==> config.mk <==
export PLATFORM = sky130hd
export DESIGN_NAME = fetch_ctrl
export DESIGN_NICKNAME = d
export VERILOG_FILES = /design/src/rtl/fetch_ctrl.sv
export SDC_FILE = /design/constraint.sdc
export NUM_CORES = 1
export LEC_CHECK = 0
export BUFFER_PORTS_ARGS = -buffer_cell sky130_fd_sc_hd__buf_2
export CELL_PAD_IN_SITES_DETAIL_PLACEMENT = 1
export CELL_PAD_IN_SITES_GLOBAL_PLACEMENT = 1
export CORE_MARGIN = 2
export CORE_UTILIZATION = 35
export DETAILED_ROUTE_END_ITERATION = 8
export GPL_ROUTABILITY_DRIVEN = 0
export PLACE_DENSITY_LB_ADDON = 0.1
export SLEW_MARGIN = 20
export SYNTH_ARGS = -nofsm -noshare
export SYNTH_HDL_FRONTEND = slang
export SYNTH_SLANG_ARGS = --single-unit
==> constraint.sdc <==
create_clock -name clk -period 2.5 [get_ports clk]
set_input_delay 0.125 -clock clk [delete_from_list [all_inputs] [get_ports clk]]
set_output_delay 0.125 -clock clk [all_outputs]
set_load 0.02 [all_outputs]
==> src/rtl/fetch_ctrl.sv <==
// Front-end fetch sequencer: owns the fetch PC, keeps one icache read
// in flight and pushes {pc, inst} pairs into the instruction queue.
module fetch_ctrl #(
    parameter logic [31:0] RESET_PC = 32'h1eceb000
) (
    input  logic        clk,
    input  logic        rst,
    input  logic        redirect,
    input  logic [31:0] redirect_pc,
    output logic [31:0] icache_addr,
    output logic [3:0]  icache_rmask,
    input  logic [31:0] icache_rdata,
    input  logic        icache_resp,
    input  logic        iq_full,
    output logic        iq_push,
    output logic [63:0] iq_wdata
);

    typedef enum logic [1:0] {
        ST_ISSUE  = 2'd0,
        ST_WAIT   = 2'd1,
        ST_HOLD   = 2'd2,
        ST_SQUASH = 2'd3
    } state_t;

    state_t      r_state;
    logic [31:0] r_pc;
    logic [31:0] r_hold_inst;

    logic [31:0] w_pc_inc;
    logic [31:0] w_redir_pc;
    logic        w_wait_accept;
    logic        w_hold_drain;

    assign w_pc_inc   = r_pc + 32'd4;
    assign w_redir_pc = redirect_pc & 32'hFFFF_FFFC;

    // Response or held word can enter the queue this cycle
    assign w_wait_accept = (r_state == ST_WAIT) && icache_resp && !iq_full;
    assign w_hold_drain  = (r_state == ST_HOLD) && !iq_full;

    // Combinational request/push outputs; reset and redirect silence everything
    always_comb begin
        icache_rmask = 4'h0;
        icache_addr  = 32'h0;
        iq_push      = 1'b0;
        iq_wdata     = 64'h0;
        if (!rst && !redirect) begin
            unique case (r_state)
                ST_ISSUE: begin
                    icache_rmask = 4'hF;
                    icache_addr  = r_pc;
                end
                ST_WAIT: begin
                    if (w_wait_accept) begin
                        iq_push      = 1'b1;
                        iq_wdata     = {r_pc, icache_rdata};
                        icache_rmask = 4'hF;
                        icache_addr  = w_pc_inc;
                    end
                end
                ST_HOLD: begin
                    if (w_hold_drain) begin
                        iq_push  = 1'b1;
                        iq_wdata = {r_pc, r_hold_inst};
                    end
                end
                ST_SQUASH: begin
                end
                default: begin
                end
            endcase
        end
    end

    // Fetch state machine, PC and held-instruction register
    always_ff @(posedge clk) begin
        if (rst) begin
            r_state     <= ST_ISSUE;
            r_pc        <= RESET_PC;
            r_hold_inst <= 32'h0;
        end else if (redirect) begin
            r_pc <= w_redir_pc;
            unique case (r_state)
                ST_ISSUE:  r_state <= ST_ISSUE;
                ST_HOLD:   r_state <= ST_ISSUE;
                ST_WAIT:   r_state <= icache_resp ? ST_ISSUE : ST_SQUASH;
                ST_SQUASH: r_state <= icache_resp ? ST_ISSUE : ST_SQUASH;
                default:   r_state <= ST_ISSUE;
            endcase
        end else begin
            unique case (r_state)
                ST_ISSUE: begin
                    r_state <= ST_WAIT;
                end
                ST_WAIT: begin
                    if (icache_resp) begin
                        if (iq_full) begin
                            r_hold_inst <= icache_rdata;
                            r_state     <= ST_HOLD;
                        end else begin
                            r_pc <= w_pc_inc;
                        end
                    end
                end
                ST_HOLD: begin
                    if (!iq_full) begin
                        r_pc    <= w_pc_inc;
                        r_state <= ST_ISSUE;
                    end
                end
                ST_SQUASH: begin
                    if (icache_resp) begin
                        r_state <= ST_ISSUE;
                    end
                end
                default: begin
                    r_state <= ST_ISSUE;
                end
            endcase
        end
    end

endmodule
==> results.md <==
* Status: finished clean
* CP Max Fanout at 10
* CTS tree: done
* Reg2Reg Depth at 9
* CP Cell Sequence: inv_2 > ha_4 > and3b_2 > o211ai_1 > clkbuf_16 > or4_1 > nand3_1 > buf_4
* Critical Path AT at 2.31 ns
* Delay-heaviest family, CP: simple AND/OR/NAND/NOR gates
* Area growth, synth to finish at 30.0%
* FF-to-FF setup slack at 0.37 ns
* Cts hold-fix bufs at 0
* Die area at 0.0141 sq mm
* Dpl cell area at 0.00556 sq mm
* Crit path kind: reg -> out
* Post-synth EDFFs at 0
* Final Setup Violations at 0
* Final setup TNS at 0 ns
* Io pins at 170
* Number of global-route vias before repair at 5294
* Slowest stage delay, CP at approximately 0.51 ns
* RR Endpoint: r_pc[21]$_SDFFE_PP0P_
* Synth cell types at 61
* Design Area, Final at 0.00599 sq mm
* Initial antenna violation count at 1
* Filler cells at 1662
* Area leader, netlist: dfxtp_1
* Synth top area share at 0.278
* Wire length per cell at 18.0 microns
* Final Hold Fails at 0
* Via count at roughly 5.4k
* Die Y-Extent at between 100 and 150 microns
* Max-slew violations at 0
* DP Cell Count at 948
* Layout cells sized above 1 at 0.327
* Yosys warns at 0
* Commonest cells after routing, fill and taps aside: buf_2 (160), nand2_1 (92), nor2_1 (70), a21oi_1 (59), dfxtp_1 (55)
* Fmax achieved at approximately 400 MHz
* Cells after synthesis at 643
* CTS root buffer: clkbuf_16
* Setup slack after layout at 0.0659 ns
* Ranking of synthesized cells by area: dfxtp_1 (28%), nand2_1 (7.5%), a21oi_1 (6.4%), nor2_1 (5.8%), a22oi_1 (5.4%)
* DR vias/cell at 5.54
* Final period utilization at 0.974
* CP Buf/Inv Count at 3
* Worst Skew at 0.0101 ns
* Die span in x at 119 microns
* Crit path depth at 8
* CP Launch Type: flip-flop
* Largest net degree at the start of global routing at 46
* Final Non-Filler Cells at 971
* Initial Utilization at 0.362
* Clock latency on the worst-skew pair at 0.34 ns
* Post-route ant nets at 0
* Core Region at 0.0127 sq mm
* Pleak at 2.50 nW
* Commonest non-fill, non-tap cell in the layout: buf_2
* CTS buffer count at 9
* Starting DRT DRC Count at 463
* HP Class: in -> reg
* CP required at roughly 2.4 ns
* Pre-CTS setup slack at about 0.19 ns
* Setup crit end: icache_addr[30]
* Seq/Total Area, Yosys at 0.278
* Worst slew pin tran at 0.705 ns
* Remaining Overflow, GRT at 0
* Router iterations before antenna repair at 5
* R2R Path Start: r_state[1]$_SDFFE_PP0P_
* Crit path launch: r_state[1]$_SDFFE_PP0P_
* Top FF cell, synth: dfxtp_1
* First-pass GRT wire length at 27800 microns
* Setup crit end kind: output pin
* Clk sinks at 64
* Period minus WS final at between 2 and 2.5 ns
* Clock transition at the registers of the reported paths at 0.05 ns
* H-tree level count at 3
* PwrDens at about 480 mW/mm^2
* Slew margin rel. at 0.528
* Max-cap violations at 0
* # rows at 41
* Syn Area/Cell at a little over 7 sq um
* Slowest-stage cell, CP: or4_1
* Fin nets at 869
* #FFs+latches synth at 64
* Port-buffer cells at 163
* Ys async rst share at 0
* Total track usage at 0.242
* Residual DRC at 0
* Post-synth design cell area at between 0.004 and 0.005 sq mm
* Dpl hpwl at 12200 microns
* Clock Tree Buf Depth at 2
* Final Total Pwr at 2.88 mW
* Maximum vdd drop at 253 uV
* Final wirelength at between 15000 and 20000 microns
==> cells in the mapped netlist (2+ instances only) <==
cell	number
a41oi_1	3
nand3b_1	3
inv_1	7
nor4b_1	3
buf_4	14
buf_2	12
nor4_2	4
or4_1	5
a211oi_1	8
a31oi_1	11
o211ai_1	6
and2_1	29
a22o_1	6
o21ai_0	26
xor2_1	12
a22oi_1	33
nor2_2	3
nor3b_1	3
nor2_1	71
clkbuf_2	2
mux2i_1	4
or3_1	2
and4_1	4
nand4_2	2
ha_1	6
dfxtp_1	64
or2_2	2
o31ai_1	4
nand3_1	19
xnor2_1	13
buf_6	3
nand2_1	92
clkbuf_8	2
nor4_1	3
a21o_1	2
nor3_1	11
nand4_1	21
a21oi_1	59
clkbuf_1	36
and4_4	2
and3_1	5
a311oi_1	2
o21ai_1	5
a21boi_0	2
==> how the worst min path moves through the flow <==
stage / endpoint / depth (start not counted) / from
final: r_pc[16]$_SDFFE_PP0P_ / 2 / redirect_pc[16]
after detailed placement: r_pc[16]$_SDFFE_PP0P_ / 2 / redirect_pc[16]
after floorplan: r_pc[14]$_SDFFE_PP0P_ / 1 / redirect_pc[14]
after CTS: r_pc[16]$_SDFFE_PP0P_ / 2 / redirect_pc[16]
after global placement: r_pc[16]$_SDFFE_PP0P_ / 2 / redirect_pc[16]
after global routing: r_pc[29]$_SDFFE_PP0P_ / 2 / redirect_pc[29]
==> kinds of logic (layout without fill, tap and decap cells) <==
kind of cell / after synthesis / in the layout / synth area share
fa+ha+maj: 6 / 6 / 0.0163
mux: 4 / 4 / 0.00868
simple gates: 295 / 295 / 0.329
buf+inv: 78 / 230 / 0.0915
compound gates: 170 / 170 / 0.228
xor+xnor: 25 / 25 / 0.0475
other cells: 1 / 5 / 0.000813
flops: 64 / 64 / 0.278
==> registers in the layout (all words and copies together) (netlist names) <==
signal       flops
r_state          2
r_pc            30
r_hold_inst     32
==> through the flow <==
stage,hold WS [ns],utilization
after CTS,0.00452,0.462
after detailed placement,0.350,0.437
final,0.0161,0.471
after global routing,0.0203,0.471
after global placement,0.346,0.437
after floorplan,0.258,-
==> power by group <==
group / switching [mW] / internal, mW
Clock: 0.480 / 0.791
Sequential: 0.0632 / 1.06
Combinational: 0.298 / 0.184
==> area by class of cell <==
type / count / area (sq um) / area share
Inverter: 7 / 26.3 / 0.00438
Tap cell: 172 / 215 / 0.0359
Multi-Input combinational cell: 504 / 2980 / 0.496
Clock inverter: 5 / 57.6 / 0.00960
Timing Repair Buffer: 208 / 1190 / 0.198
Sequential cell: 64 / 1290 / 0.216
Clock buffer: 10 / 239 / 0.0399
Antenna cell: 1 / 2.50 / 0.000417
==> timing repair <==
action | in CTS | in global routing
gates resized for setup | 8 | 17
gates cloned | 0 | 1
buffers inserted | 0 | 6
pin swaps | 0 | 1
setup endpoints to repair | 18 | 12
==> metal layers <==
layer / global-route usage / up-vias / wire length [microns]
met1: 0.312 / 2621 / 7700
met3: 0.0478 / 25 / 890
li1: - / 2569 / -
met5: 0 / - / 0
met4: 0.0751 / 0 / 331
met2: 0.407 / 163 / 8560
No activity file was read; power rests on OpenSTA's default activity.
